File: src/rtl/mem_bus_tracer_pkg.sv
// ---------------------------------------------------------------------------
// mem_bus_tracer_pkg
// Shared constants for the memory bus tracer: record op encodings and
// default widths/depth matching the DA_VINCI memory bus.
// ---------------------------------------------------------------------------
package mem_bus_tracer_pkg;

    localparam int TRACE_DATA_WIDTH = 32;  // DATA_INDEX_LIMIT + 1
    localparam int TRACE_ADDR_WIDTH = 26;  // ADDRESS_INDEX_LIMIT + 1
    localparam int TRACE_DEPTH      = 16;
    localparam int TRACE_CNT_WIDTH  = 32;

    localparam logic TRACE_OP_READ  = 1'b0;
    localparam logic TRACE_OP_WRITE = 1'b1;

endpackage

File: src/rtl/mem_bus_tracer_trace_fifo.sv
// ---------------------------------------------------------------------------
// trace_fifo
// Circular buffer with overwrite-on-full policy.
//   clk, srst        : clock, synchronous active-high reset
//   push, push_data  : append an entry (always accepted)
//   ready            : consumer accepts the head entry when valid
//   valid, head_data : head entry, driven combinationally from storage
//   overwrite        : pulse, a push discarded the oldest entry
// ---------------------------------------------------------------------------
module trace_fifo
    import mem_bus_tracer_pkg::*;
#(
    parameter int WIDTH = 8,
    parameter int DEPTH = TRACE_DEPTH
) (
    input  logic             clk,
    input  logic             srst,
    input  logic             push,
    input  logic [WIDTH-1:0] push_data,
    input  logic             ready,
    output logic             valid,
    output logic [WIDTH-1:0] head_data,
    output logic             overwrite
);

    localparam int AW = $clog2(DEPTH);

    // One extra pointer bit distinguishes full from empty.
    logic [AW:0]      wr_ptr_reg;
    logic [AW:0]      rd_ptr_reg;
    logic [WIDTH-1:0] mem [DEPTH];

    logic empty;
    logic full;
    logic pop;

    assign empty = (wr_ptr_reg == rd_ptr_reg);
    assign full  = (wr_ptr_reg[AW] != rd_ptr_reg[AW]) &&
                   (wr_ptr_reg[AW-1:0] == rd_ptr_reg[AW-1:0]);
    assign pop   = !empty && ready;

    // A simultaneous pop frees the slot, so only an unpopped full push
    // actually loses data.
    assign overwrite = push && full && !pop;

    assign valid     = !empty;
    assign head_data = empty ? '0 : mem[rd_ptr_reg[AW-1:0]];

    always_ff @(posedge clk) begin
        if (srst) begin
            wr_ptr_reg <= '0;
            rd_ptr_reg <= '0;
        end else begin
            if (push) begin
                wr_ptr_reg <= wr_ptr_reg + (AW+1)'(1);
            end
            // Overwrite on full advances the head just like a pop.
            if (pop || (push && full)) begin
                rd_ptr_reg <= rd_ptr_reg + (AW+1)'(1);
            end
        end
    end

    always_ff @(posedge clk) begin
        if (push) begin
            mem[wr_ptr_reg[AW-1:0]] <= push_data;
        end
    end

endmodule

File: src/rtl/mem_bus_tracer.sv
// ---------------------------------------------------------------------------
// mem_bus_tracer
// Passive monitor of the DA_VINCI memory bus. Detects request phases,
// pushes one record per completed transaction into trace_fifo, and keeps
// saturating read/write counters plus sticky error flags.
//   CLK, RST, CLEAR    : clock, sync reset, sync clear (same effect)
//   ENABLE             : capture enable
//   ADDR/READ/WRITE/WDATA/RDATA : observed bus
//   TR_VALID/TR_READY  : drain handshake; TR_OP/ADDR/DATA/STAMP = head record
//   RD_CNT, WR_CNT     : completed transactions (saturating)
//   OVERFLOW, RW_ERR   : sticky flags
// ---------------------------------------------------------------------------
module mem_bus_tracer
    import mem_bus_tracer_pkg::*;
#(
    parameter int DATA_WIDTH = TRACE_DATA_WIDTH,
    parameter int ADDR_WIDTH = TRACE_ADDR_WIDTH,
    parameter int DEPTH      = TRACE_DEPTH,
    parameter int CNT_WIDTH  = TRACE_CNT_WIDTH
) (
    input  logic                  CLK,
    input  logic                  RST,
    input  logic                  ENABLE,
    input  logic                  CLEAR,
    input  logic [ADDR_WIDTH-1:0] ADDR,
    input  logic                  READ,
    input  logic                  WRITE,
    input  logic [DATA_WIDTH-1:0] WDATA,
    input  logic [DATA_WIDTH-1:0] RDATA,
    output logic                  TR_VALID,
    input  logic                  TR_READY,
    output logic                  TR_OP,
    output logic [ADDR_WIDTH-1:0] TR_ADDR,
    output logic [DATA_WIDTH-1:0] TR_DATA,
    output logic [CNT_WIDTH-1:0]  TR_STAMP,
    output logic [CNT_WIDTH-1:0]  RD_CNT,
    output logic [CNT_WIDTH-1:0]  WR_CNT,
    output logic                  OVERFLOW,
    output logic                  RW_ERR
);

    localparam int REC_W = 1 + ADDR_WIDTH + DATA_WIDTH + CNT_WIDTH;

    logic srst;
    assign srst = RST || CLEAR;

    // Pending slot: the transaction currently being observed.
    logic                  pend_valid_reg;
    logic                  pend_op_reg;
    logic [ADDR_WIDTH-1:0] pend_addr_reg;
    logic [DATA_WIDTH-1:0] pend_data_reg;

    logic [CNT_WIDTH-1:0]  cycle_cnt_reg;
    logic [CNT_WIDTH-1:0]  rd_cnt_reg;
    logic [CNT_WIDTH-1:0]  wr_cnt_reg;
    logic                  overflow_reg;
    logic                  rw_err_reg;

    logic                  phase_cycle;
    logic                  cur_op;
    logic [DATA_WIDTH-1:0] cur_data;
    logic                  phase_break;
    logic                  push;
    logic                  overwrite;
    logic [REC_W-1:0]      push_rec;
    logic [REC_W-1:0]      head_rec;

    // READ and WRITE together is an error cycle, never a phase cycle.
    assign phase_cycle = ENABLE && (READ ^ WRITE);
    assign cur_op      = WRITE ? TRACE_OP_WRITE : TRACE_OP_READ;
    assign cur_data    = WRITE ? WDATA : RDATA;

    // The open phase ends when this cycle is not a continuation of it;
    // a change of op or address starts a new phase in the same cycle.
    assign phase_break = pend_valid_reg &&
                         (!phase_cycle || (cur_op != pend_op_reg) ||
                          (ADDR != pend_addr_reg));
    assign push        = ENABLE && phase_break;
    assign push_rec    = {pend_op_reg, pend_addr_reg, pend_data_reg, cycle_cnt_reg};

    always_ff @(posedge CLK) begin
        if (srst) begin
            pend_valid_reg <= 1'b0;
            pend_op_reg    <= TRACE_OP_READ;
            pend_addr_reg  <= '0;
            pend_data_reg  <= '0;
            cycle_cnt_reg  <= '0;
            rd_cnt_reg     <= '0;
            wr_cnt_reg     <= '0;
            overflow_reg   <= 1'b0;
            rw_err_reg     <= 1'b0;
        end else begin
            cycle_cnt_reg <= cycle_cnt_reg + CNT_WIDTH'(1);

            if (phase_cycle) begin
                pend_valid_reg <= 1'b1;
                pend_op_reg    <= cur_op;
                pend_addr_reg  <= ADDR;
                pend_data_reg  <= cur_data;
            end else begin
                pend_valid_reg <= 1'b0;
            end

            if (push) begin
                if (pend_op_reg == TRACE_OP_WRITE) begin
                    if (wr_cnt_reg != '1) wr_cnt_reg <= wr_cnt_reg + CNT_WIDTH'(1);
                end else begin
                    if (rd_cnt_reg != '1) rd_cnt_reg <= rd_cnt_reg + CNT_WIDTH'(1);
                end
            end

            if (overwrite)     overflow_reg <= 1'b1;
            if (READ && WRITE) rw_err_reg   <= 1'b1;
        end
    end

    trace_fifo #(
        .WIDTH (REC_W),
        .DEPTH (DEPTH)
    ) u_trace_fifo (
        .clk       (CLK),
        .srst      (srst),
        .push      (push),
        .push_data (push_rec),
        .ready     (TR_READY),
        .valid     (TR_VALID),
        .head_data (head_rec),
        .overwrite (overwrite)
    );

    assign {TR_OP, TR_ADDR, TR_DATA, TR_STAMP} = head_rec;

    assign RD_CNT   = rd_cnt_reg;
    assign WR_CNT   = wr_cnt_reg;
    assign OVERFLOW = overflow_reg;
    assign RW_ERR   = rw_err_reg;

endmodule
File: config.mk
export PLATFORM = sky130hd
export DESIGN_NAME = mem_bus_tracer
export DESIGN_NICKNAME = d
export VERILOG_FILES = /design/src/rtl/mem_bus_tracer_pkg.sv /design/src/rtl/mem_bus_tracer_trace_fifo.sv /design/src/rtl/mem_bus_tracer.sv
export SDC_FILE = /design/constraint.sdc
export NUM_CORES = 1
export LEC_CHECK = 0
export BUFFER_PORTS_ARGS = -buffer_cell sky130_fd_sc_hd__buf_2
export CAP_MARGIN = 20
export CORE_MARGIN = 4
export CORE_UTILIZATION = 30
export DETAILED_ROUTE_END_ITERATION = 8
export GPL_TIMING_DRIVEN = 0
export HOLD_SLACK_MARGIN = 0.03
export PLACE_DENSITY_LB_ADDON = 0.2
export REMOVE_ABC_BUFFERS = 1
export SLEW_MARGIN = 30
export SYNTH_ARGS = -nofsm -noshare
export SYNTH_HDL_FRONTEND = slang
export SYNTH_HIERARCHICAL = 1
export SYNTH_SLANG_ARGS = --single-unit
File: constraint.sdc
create_clock -name CLK -period 5.95 [get_ports CLK]
set_input_delay 1.785 -clock CLK [delete_from_list [all_inputs] [get_ports CLK]]
set_output_delay 1.785 -clock CLK [all_outputs]
set_load 0.05 [all_outputs]
==> impl_metrics.toml, run 1 <==
[place]
gp_congestion = 0.711
io_buffers = 254
place_area_mm2 = 0.0696
place_hpwl_mm = 103

[routing]
first_pass_iters = 5
wl_mm = 167
drcViolationCount = 0
drt_iter0_drc = 2546
ant_nets = 0
routed_via_density = 4.95
route.vias.total = 32100
wl_per_cell_um = 25.7

[setup_path]
path_class = "flip-flop to output pin"
crit_fanout = 29
rrSetupSlack_ps = 1840
crit_arrival_ps = 3770
r2r_end = "u_trace_fifo/mem[0][56]"
cp_data_required_time_ps = 4160
start_kind = "flip-flop"
critPathCaptureType = "output pin"
worstReg2RegStart = "pend_op_reg"
r2r_cells = 11

[finish]
num-fill-cells = 19000
layout-drive-gt1-share_pct = 28.5
largest_register_ffs = 1456
final_common_cell = "edfxtp_1"
finalInstanceArea_mm2 = 0.0752
mostFrequentLayoutCells = "edfxtp_1 (1456), mux4_2 (364), buf_2 (253)"
layout-area-overhead-vs-synth_pct = 20.5
fin_nets = 3642

[cts]
clk_pin_slew_ps = 60
insertion_delay_ps = 790
cts_tree = "built"
cts_buffers = 169
postCtsResizedCells = 0
post-cts-setup-buffer-count = 0
clock-sinks = 1628
cts_hold_buf = 0
h-tree-depth = 4
clockRootBuffer = "clkbuf_16"
clock_path_buffers = 3

[yosys]
yosysTopAreaCellShare_pct = 70.0
ys_seq_area_share_pct = 75.5
synth.distinct_cells = 59
synth_seq_cells = 1628
synthCells = 3161
synth_warnings = 6
synth-async-reset-ratio_pct = 0
syn_avg_cell_area_um2 = 19.8
synth.largest_area_cell = "edfxtp_1"
syn_area_mm2 = 0.0624
synth_edf_count = 1456
synth_ff_type = "edfxtp_1"
synth_area_leaders = "edfxtp_1 (70%), mux4_2 (13%), dfxtp_1 (5.5%)"

[global_route]
grt_max_degree = 101
grt_pass1_wl_mm = 241
antenna_found_initial = 24
overflow = 0
grt_pass1_vias = 33400
grt_usage_pct = 15.3

[timing]
slew_headroom_pct = 40.0
fmax_ghz = 0.180
finalCritPeriodShare_pct = 93.4
timing.final.max_slew_violations = 0
hold_violations = 0
tightest_slew_ps = 894
setup_tns_ps = 0
rsz0062_at_grt = "no"
fin_hold_ws_ps = 491
fin_crit_ps = 5560
skew_ps = 32.1
finalSetupViolCount = 0

[min_path]
hp-start = "RW_ERR"
holdPathEnd = "RW_ERR"
min_path_cells = 2
hold_path_class = "flip-flop to flip-flop"

[job]
timing.max_cap.violations = 0

[power_and_ir_drop]
cellLeakagePower_nw = 24.3
powerDensity_mw_per_mm2 = 311
vdd_drop_max_mv = 0.284
total_power_mw = 23.4

[die]
initial_core_util_pct = 30.1
die_h_um = 464
io_pins = 255
fp.dieW_um = 464
dieArea_mm2 = 0.215
rows = 167
core_area_mm2 = 0.207

[outcome]
status = "finished clean"
[metal layers]
metal | part of all wire, % | track usage (%) | vias up
li1 | - | - | 13800
met1 | 46 | 21.8 | 17200
met2 | 47 | 24.2 | 813
met3 | 5.6 | 3.36 | 181
met4 | 1.3 | 2.84 | 22
met5 | 0.089 | 0 | -
[final cells by class]
| type | count | area [um2] | share of cell area [%] |
|---|---|---|---|
| multi-input cells | 1337 | 14500 | 19.3 |
| flip-flops and latches | 1628 | 47200 | 62.7 |
| clock buffers | 227 | 4680 | 6.23 |
| repair buffers | 386 | 4380 | 5.82 |
| inverters | 14 | 60.1 | 0.0798 |
| clock inverters | 86 | 942 | 1.25 |
| diodes | 12 | 30.0 | 0.0399 |
| well taps | 2788 | 3490 | 4.64 |
[how the worst max path moves through the flow]
| stage | from | to | slack, ps | depth (start not counted) |
|---|---|---|---|---|
| 4_1_cts | flip-flop | TR_STAMP[29] | 260 | 9 |
| 2_1_floorplan | flip-flop | TR_ADDR[0] | -12640 | 3 |
| 3_3_place_gp | flip-flop | TR_STAMP[0] | -21480 | 4 |
| 3_5_place_dp | WRITE | u_trace_fifo/mem[10][49] | 40 | 14 |
| 6_report | flip-flop | TR_STAMP[26] | 390 | 9 |
| 5_1_grt | flip-flop | TR_DATA[30] | 90 | 9 |
[metrics by stage]
step / util (%) / cells / worst slack [ps]
after floorplan: - / 2979 / -12640
after global placement: 32.1 / 6021 / -21480
after detailed placement: 33.6 / 6153 / 44.6
after CTS: 36.3 / 6466 / 257
after global routing: 36.3 / 6468 / 87.6
final: 36.3 / 6478 / 393
[Yosys cell counts, types with 26 or more instances]
cell type,count
edfxtp_1,1456
buf_2,57
mux2i_1,39
xor2_1,51
nor2_1,120
dfxtp_1,172
nand2_1,106
nand3_1,40
a21oi_1,147
xnor2_1,41
mux4_2,364
buf_1,33
clkbuf_1,82
and2_1,26
nand4_1,36
a22oi_1,182
a211oi_1,32
[power breakdown]
group,switching [mW],internal [mW]
Combinational,0.153,0.0929
Sequential,0.0655,12.4
Clock,4.39,6.35
Total,4.61,18.8
[critical path, cell delays in order, from the launching register on]
cell	delay (ps)
dfxtp_4	360
buf_16	250
buf_16	270
buf_16	280
buf_12	280
buf_16	280
mux4_2	530
a22oi_1	240
a21oi_1	170
buf_2	250
[logic make-up (layout without fill, tap and decap cells)]
group	after synthesis	count (layout)	synth area share [%]
compound gates	411	411	4.39
xor+xnor	92	92	1.29
fa+ha+maj	9	9	0.180
buf+inv	196	713	1.39
flops	1628	1628	75.5
mux	403	403	13.8
other cells	0	12	0
simple gates	422	422	3.44
Note: power is estimated with default switching activity, not from simulation.
==> run 2: changes to the inputs <==
--- a/config.mk
+++ b/config.mk
@@ -10,7 +10,6 @@
 export CORE_MARGIN = 4
 export CORE_UTILIZATION = 30
 export DETAILED_ROUTE_END_ITERATION = 8
-export GPL_TIMING_DRIVEN = 0
 export HOLD_SLACK_MARGIN = 0.03
 export PLACE_DENSITY_LB_ADDON = 0.2
 export REMOVE_ABC_BUFFERS = 1
==> run 2 against run 1 <==
Against the previous run: global-route usage down 0.058 points; power about the same; utilization down 0.86 points; highest routed layer unchanged.
==> impl_metrics.toml, run 2 (same netlist as run 1, synthesis figures left out) <==
[global_route]
grt_usage_pct = 15.2
overflow = 0
grt_max_degree = 129
antenna_found_initial = 15
grt_pass1_vias = 33200
grt_pass1_wl_mm = 242

[timing]
fmax_ghz = 0.186
finalSetupViolCount = 0
fin_hold_ws_ps = 485
setup_slack_ps = 575
rsz0062_at_grt = "no"
tightest_slew_ps = 886
finalCritPeriodShare_pct = 90.3
hold_violations = 0
timing.final.max_slew_violations = 0
fin_crit_ps = 5370
skew_ps = 30.9
slew_headroom_pct = 40.9

[finish]
finalInstanceArea_mm2 = 0.0735
largest_register_ffs = 1456
final_common_cell = "edfxtp_1"
mostFrequentLayoutCells = "edfxtp_1 (1456), mux4_2 (364), buf_2 (253)"
fin_nets = 3611
layout-drive-gt1-share_pct = 27.4
layout-area-overhead-vs-synth_pct = 17.7

[die]
die_h_um = 464
core_area_mm2 = 0.207
io_pins = 255
dieArea_mm2 = 0.215
fp.dieW_um = 464
rows = 167
initial_core_util_pct = 30.1

[place]
place_ws_ps = 1080
io_buffers = 254
place_area_mm2 = 0.0677
place_hpwl_mm = 94.5
gp_congestion = 0.725

[routing]
route.vias.total = 31700
ant_nets = 0
wl_mm = 165
drcViolationCount = 0
wl_per_cell_um = 25.6
routed_via_density = 4.92
first_pass_iters = 5
drt_iter0_drc = 2537

[cts]
postCtsResizedCells = 0
clock-sinks = 1628
clock_path_buffers = 3
post-cts-setup-buffer-count = 0
h-tree-depth = 4
cts_hold_buf = 0
insertion_delay_ps = 800
cts_buffers = 176
cts_tree = "built"
clk_pin_slew_ps = 60
clockRootBuffer = "clkbuf_16"

[power_and_ir_drop]
seqPwrFrac_pct = 53.1
cellLeakagePower_nw = 23.6
total_power_mw = 23.4
pwr-share-clk_pct = 45.9
powerDensity_mw_per_mm2 = 319
p_int_mw = 18.7
p_switching_mw = 4.74
pwr-share-comb_pct = 1.0
switching_share_pct = 20.2
vdd_drop_max_mv = 0.280

[setup_path]
path_class = "flip-flop to output pin"
crit_arrival_ps = 3590
critPathCaptureType = "output pin"
start_kind = "flip-flop"
crit_fanout = 22
cp_data_required_time_ps = 4160
rrSetupSlack_ps = 2260

[job]
timing.max_cap.violations = 0

[min_path]
hold_path_class = "flip-flop to flip-flop"

[outcome]
status = "finished clean"
==> run 2: area by class of cell <==
class                           count  area, um2
Sequential cell                  1628      47200
Fill cell                       19300     134000
Clock buffer                      218       4630
Multi-Input combinational cell   1337      14500
Tap cell                         2788       3490
Inverter                           14       60.1
Antenna cell                        7       17.5
Clock inverter                    102       1070
Timing Repair Buffer              348       2540
==> run 2: critical path, cell delays in order, from the launching register on <==
cell and delay, ps:
dfxtp_4 730, buf_4 500, buf_4 380, mux4_2 540
a22oi_1 150, a21oi_1 200, buf_2 280
==> run 2: final timing paths <==
| kind | startpoint | to | cells after the start |
|---|---|---|---|
| min | OVERFLOW | OVERFLOW | 2 |
| min reg2reg | OVERFLOW | OVERFLOW | 2 |
| max | flip-flop | TR_ADDR[13] | 6 |
| max reg2reg | pend_addr_reg[10] | u_trace_fifo/mem[2][42] | 7 |
==> run 2: power by group through the flow <==
stage / registers, mW / clock network, mW / logic [mW]
5_1_grt: 12.4 / 11.6 / 0.256
2_1_floorplan: 12.6 / 0 / 0.121
4_1_cts: 12.4 / 11.1 / 0.237
6_report: 12.4 / 10.7 / 0.230
3_3_place_gp: 12.7 / 0 / 0.234
3_5_place_dp: 12.7 / 0 / 0.236
==> run 2: per-layer routing <==
layer | part of all wire, % | track usage, %
met5 | 0.070 | 0
met4 | 1.5 | 3.06
met3 | 5.1 | 3.12
met2 | 46 | 23.4
met1 | 47 | 22.4
==> run 2: stage by stage <==
step / setup TNS, ps / instances / util (%)
final: 0 / 6442 / 35.5
after global routing: 0 / 6435 / 35.5
after CTS: 0 / 6434 / 35.4
after detailed placement: 0 / 6114 / 32.7
after global placement: 0 / 6114 / 32.7
after floorplan: -3067170 / 2979 / -
